===== src/rtl/iter_mul_hs.sv =====
// rtl/iter_mul_hs.sv - iterative shift-add multiplier with start/busy/done handshake
//
// Purpose:
//   Computes the 2*WIDTH-bit product of two WIDTH-bit operands.
//   It forms one partial product per clock.
//   This block is the multiply engine behind the ALU multicycle path.
//
// Configuration:
//   ITER_MUL_SIGNED_EN
//     When defined, sgn selects two's-complement operands.
//     The operand magnitudes are captured on accept.
//     A NEG cycle applies the result sign.
//     When undefined, the block is unsigned only and sgn is ignored.
//
// Ports:
//   clk      in   1      clock, rising edge
//   reset    in   1      asynchronous, active-high reset
//   start    in   1      request; accepted in IDLE or DONE
//   a        in   WIDTH  multiplicand, captured on accept
//   b        in   WIDTH  multiplier, captured on accept
//   sgn      in   1      two's-complement operands (signed build only)
//   busy     out  1      high in RUN and NEG
//   done     out  1      one-cycle pulse: product valid
//   prod_hi  out  WIDTH  upper half of the product register
//   prod_lo  out  WIDTH  lower half of the product register

module iter_mul_hs #(
  parameter int WIDTH = 8
) (
  input  logic             clk,
  input  logic             reset,
  input  logic             start,
  input  logic [WIDTH-1:0] a,
  input  logic [WIDTH-1:0] b,
  input  logic             sgn,
  output logic             busy,
  output logic             done,
  output logic [WIDTH-1:0] prod_hi,
  output logic [WIDTH-1:0] prod_lo
);

  localparam int CW = $clog2(WIDTH + 1);
  localparam logic [CW-1:0] CNT_LOAD = CW'(WIDTH);

  typedef enum logic [1:0] {IDLE, RUN, NEG, DONE} state_t;

  // In the unsigned build, NEG is never entered.
  // The last iteration therefore goes straight to DONE.
`ifdef ITER_MUL_SIGNED_EN
  localparam state_t AFTER_RUN = NEG;
`else
  localparam state_t AFTER_RUN = DONE;
`endif

  state_t           state_q, state_d;
  logic [WIDTH-1:0] m_q, m_d;
  logic [WIDTH-1:0] hi_q, hi_d;
  logic [WIDTH-1:0] lo_q, lo_d;
  logic [CW-1:0]    cnt_q, cnt_d;
  logic             neg_q, neg_d;

  logic [WIDTH-1:0] a_mag, b_mag;
  logic             neg_in;
  logic [WIDTH-1:0] m_sel;
  logic [WIDTH:0]   sum;

`ifdef ITER_MUL_SIGNED_EN
  // -(-2^(W-1)) wraps to 2^(W-1).
  // That value is still correct when the result is read as an unsigned magnitude.
  assign a_mag  = (sgn && a[WIDTH-1]) ? -a : a;
  assign b_mag  = (sgn && b[WIDTH-1]) ? -b : b;
  assign neg_in = sgn & (a[WIDTH-1] ^ b[WIDTH-1]);
`else
  logic unused_sgn;
  assign unused_sgn = sgn;
  assign a_mag      = a;
  assign b_mag      = b;
  assign neg_in     = 1'b0;
`endif

  assign m_sel = lo_q[0] ? m_q : '0;
  assign sum   = {1'b0, hi_q} + {1'b0, m_sel};

  always_ff @(posedge clk or posedge reset) begin
    if (reset) begin
      state_q <= IDLE;
      m_q     <= '0;
      hi_q    <= '0;
      lo_q    <= '0;
      cnt_q   <= '0;
      neg_q   <= 1'b0;
    end else begin
      state_q <= state_d;
      m_q     <= m_d;
      hi_q    <= hi_d;
      lo_q    <= lo_d;
      cnt_q   <= cnt_d;
      neg_q   <= neg_d;
    end
  end

  always_comb begin
    state_d = state_q;
    m_d     = m_q;
    hi_d    = hi_q;
    lo_d    = lo_q;
    cnt_d   = cnt_q;
    neg_d   = neg_q;
    case (state_q)
      IDLE, DONE: begin
        if (start) begin
          m_d     = a_mag;
          hi_d    = '0;
          lo_d    = b_mag;
          cnt_d   = CNT_LOAD;
          neg_d   = neg_in;
          state_d = RUN;
        end else if (state_q == DONE) begin
          state_d = IDLE;
        end
      end
      RUN: begin
        // The carry out of the add enters the MSB as the pair shifts right.
        {hi_d, lo_d} = {sum, lo_q[WIDTH-1:1]};
        cnt_d        = cnt_q - CW'(1);
        if (cnt_d == '0) begin
          state_d = AFTER_RUN;
        end
      end
      NEG: begin
        if (neg_q) begin
          {hi_d, lo_d} = -{hi_q, lo_q};
        end
        state_d = DONE;
      end
      default: state_d = IDLE;
    endcase
  end

  assign busy    = (state_q == RUN) || (state_q == NEG);
  assign done    = (state_q == DONE);
  assign prod_hi = hi_q;
  assign prod_lo = lo_q;

endmodule


===== config.mk =====
export PLATFORM = sky130hd
export DESIGN_NAME = iter_mul_hs
export DESIGN_NICKNAME = d
export VERILOG_FILES = /design/src/rtl/iter_mul_hs.sv
export SDC_FILE = /design/constraint.sdc
export NUM_CORES = 1
export LEC_CHECK = 0
export ABC_AREA = 1
export CAP_MARGIN = 20
export CORE_MARGIN = 1.5
export CORE_UTILIZATION = 50
export DETAILED_ROUTE_END_ITERATION = 16
export HOLD_SLACK_MARGIN = 0.05
export PLACE_DENSITY_LB_ADDON = 0.1
export SETUP_SLACK_MARGIN = 0.5
export SYNTH_ARGS = -nofsm -noshare
export SYNTH_HDL_FRONTEND = slang
export SYNTH_SLANG_ARGS = --single-unit

===== constraint.sdc =====
create_clock -name clk -period 2.3 [get_ports clk]
set_input_delay 0.23 -clock clk [delete_from_list [all_inputs] [get_ports clk]]
set_output_delay 0.23 -clock clk [all_outputs]
set_load 0.01 [all_outputs]

==> flow_summary.json <==
{
  "slowest_delay_ns": 0.39,
  "firstDrtPassIters": 4,
  "finalSetupViolations": 0,
  "maxUsedRoutingLayer": "met4",
  "drt_wl_total_um": 3540,
  "relSlewSlack_pct": 68.4,
  "route.met2.wl_um": 1600,
  "yosys_warnings": 0,
  "yosys-top-cells-area": "dfrtp_1 (42%), nand2_1 (21%), ha_1 (9.1%)",
  "fillCellCount": 314,
  "die_h_um": 62.7,
  "synth_edf_count": 0,
  "netlist_instances": 238,
  "final_max_slew_viol_count": 0,
  "synth-async-reset-ratio_pct": 100,
  "initialDrtViolationCount": 65,
  "die_area_mm2": 0.00393,
  "critPathBufInv": 3,
  "worst_pin_slew_ns": 0.469,
  "drt.antenna.violating_nets": 0,
  "ir_worst_vdd_v": 0.000875,
  "grt.overflow.total": 0,
  "post-route-period-util_pct": 74.4,
  "seq_area_frac_synth_pct": 42.2,
  "syn-num-nets": 272,
  "crit_path_end_kind": "primary output",
  "clockBufferDepth": 2,
  "clock.fmax_ghz": 0.585,
  "gp_congestion": 0.811,
  "drive_gt1_share_pct": 9.15,
  "rrSetupSlack_ns": 0.64,
  "synth.area.mux_share_pct": 0,
  "crit_slowest_cell": "dfrtp_1",
  "via_per_inst": 4.83,
  "ys_ff_latch": 30,
  "cts_buffers": 5,
  "cp_max_fo": 3,
  "synth_ff_type": "dfrtp_1",
  "cts.htree.levels": 2,
  "place_inst": 320,
  "io_buffers": 36,
  "avgSynthCellArea_um2": 7.48,
  "grt_use_total_pct": 20.8,
  "synth.distinct_cells": 24,
  "drc": 0,
  "via_count": 1594,
  "die_w_um": 62.7,
  "wl_met1_um": 1710,
  "yosysTopAreaCell": "dfrtp_1",
  "clock-root-buffer": "clkbuf_4",
  "status": "complete, no violations",
  "crit_arrival_ns": 1.48,
  "instances_no_fill": 330,
  "final.min_clock_period_ns": 1.71,
  "hp-class": "in -> async",
  "synth_fa_ha_area_share_pct": 10.3,
  "synthToLayoutAreaGrowth_pct": 30.4,
  "dpl.hpwl_um": 2570,
  "start_util_pct": 52.9,
  "hold_slack_ns": 0.257,
  "mostFrequentLayoutCell": "nand2_1",
  "clock_sink_count": 30,
  "grt_max_degree": 31,
  "critical_path.top_delay_family": "buffers and inverters",
  "path_class": "reg -> out",
  "synth_compound_area_share_pct": 7.24,
  "grt_pass1_vias": 1602,
  "postLayoutCellArea_mm2": 0.00232,
  "power.density_mw_per_mm2": 1410,
  "wl_per_cell_um": 10.7,
  "setup_tns_ns": 0,
  "hold_viol": 0,
  "synth_xor_area_share_pct": 0.492,
  "diodes": 0,
  "finClkSkew_ns": 0.00558,
  "dpl_cell_area_mm2": 0.00220,
  "drv_cap": 0,
  "cts_tree": "built",
  "worst_setup_path_start_kind": "register",
  "wl_met3_um": 202,
  "synth.top_cell.area_share_pct": 42.2,
  "layout_common_cells": "nand2_1 (100), clkdlybuf4s50_1 (34), inv_1 (31)",
  "rows": 21,
  "synthesis.area_mm2": 0.00178,
  "synth_top_family_by_area": "simple AND/OR/NAND/NOR gates",
  "crit_chain": "inv_1, ha_1, inv_2, dlygate4sd2_1",
  "nets": 317,
  "grt_pass1_wl_um": 6570,
  "rsz0062_at_grt": "yes",
  "leakage_nw": 1.28,
  "synthSimpleGateAreaFrac_pct": 31.1,
  "antenna_found_initial": 0,
  "critPathRequiredTime_ns": 2.07,
  "ioPinCount": 38,
  "clk_pin_slew_ns": 0.10,
  "worstSkewPairLatency_ns": 0.33,
  "coreArea_mm2": 0.00336
}
-- power breakdown --
part	switching (W)	internal (W)	leakage [nW]
clock	0.000185	0.000230	0.0395
combinational	0.00106	0.000833	0.867
sequential	0.000191	0.000782	0.370
-- cells in the mapped netlist, types with 3 or more instances --
cell / n
a21oi_1: 5
a31oi_1: 8
dfrtp_1: 30
ha_1: 13
inv_1: 31
inv_2: 4
nand2_1: 100
nand3_1: 10
nor2_1: 13
nor2_4: 3
o21ai_0: 4
-- worst paths after layout --
check	start	end	cells past startpoint
setup / recovery	state_q[0]	busy	4
hold / removal	reset	prod_hi[5]	3
setup reg to reg	prod_lo[0]	prod_hi[6]	11
hold reg to reg	m_q[5]	m_q[5]	2
max in group asynchronous	reset	prod_lo[0]	3
min in group clk	a[1]	m_q[1]	3
-- metrics by stage --
stage	setup slack (ns)	util, %	total power, W
after detailed placement	0.535	65.3	0.00281
final	0.590	69.0	0.00328
after CTS	0.501	67.7	0.00324
after floorplan	0.565	-	0.00220
after global placement	0.547	65.3	0.00277
after global routing	0.465	69.0	0.00361
-- worst register-to-register path, stage by stage (launching register included) --
cell and delay, ns:
dfrtp_2 0.45, buf_4 0.16, nand2_1 0.05, inv_1 0.04
ha_1 0.33, nand2_1 0.09, nor2_1 0.11, nand3_1 0.10
nand2_1 0.09, nand2_1 0.05, nand3_1 0.06, nand2_1 0.05
-- state kept, by name (all words and copies together), names as in the netlist --
name and cells:
m_q 8, prod_hi 8, prod_lo 8, cnt_q 4, state_q 2
-- per-layer routing --
metal	GRT usage (%)	vias to the layer above
li1	-	832
met1	25.7	721
met2	34.9	38
met3	6.13	3
met4	6.67	0
met5	0	-
-- cell type report --
| cell class | instances | area (um^2) | share of cell area [%] |
|---|---|---|---|
| timing repair buffer | 41 | 399 | 17.2 |
| tap | 46 | 57.6 | 2.48 |
| multi-input combinational | 170 | 906 | 39.0 |
| clock inverter | 1 | 30.0 | 1.29 |
| clock buffer | 7 | 45.0 | 1.94 |
| inverter | 35 | 131 | 5.66 |
| sequential | 30 | 752 | 32.4 |
-- kinds of logic after synthesis --
family,after synthesis
AND/OR/NAND/NOR,133
buffers and inverters,38
flip-flops,30
AO/OA/AOI/OAI,22
adder cells (fa/ha/maj),14
XOR/XNOR,1
-- repair_timing --
item,4_1_cts,5_1_grt
pin swaps,0,0
hold endpoints to repair,0,0
buffers inserted,1,1
setup endpoints to repair,1,7
resized for setup,1,6
hold buffers,0,0
No activity file was read; power rests on OpenSTA's default activity.
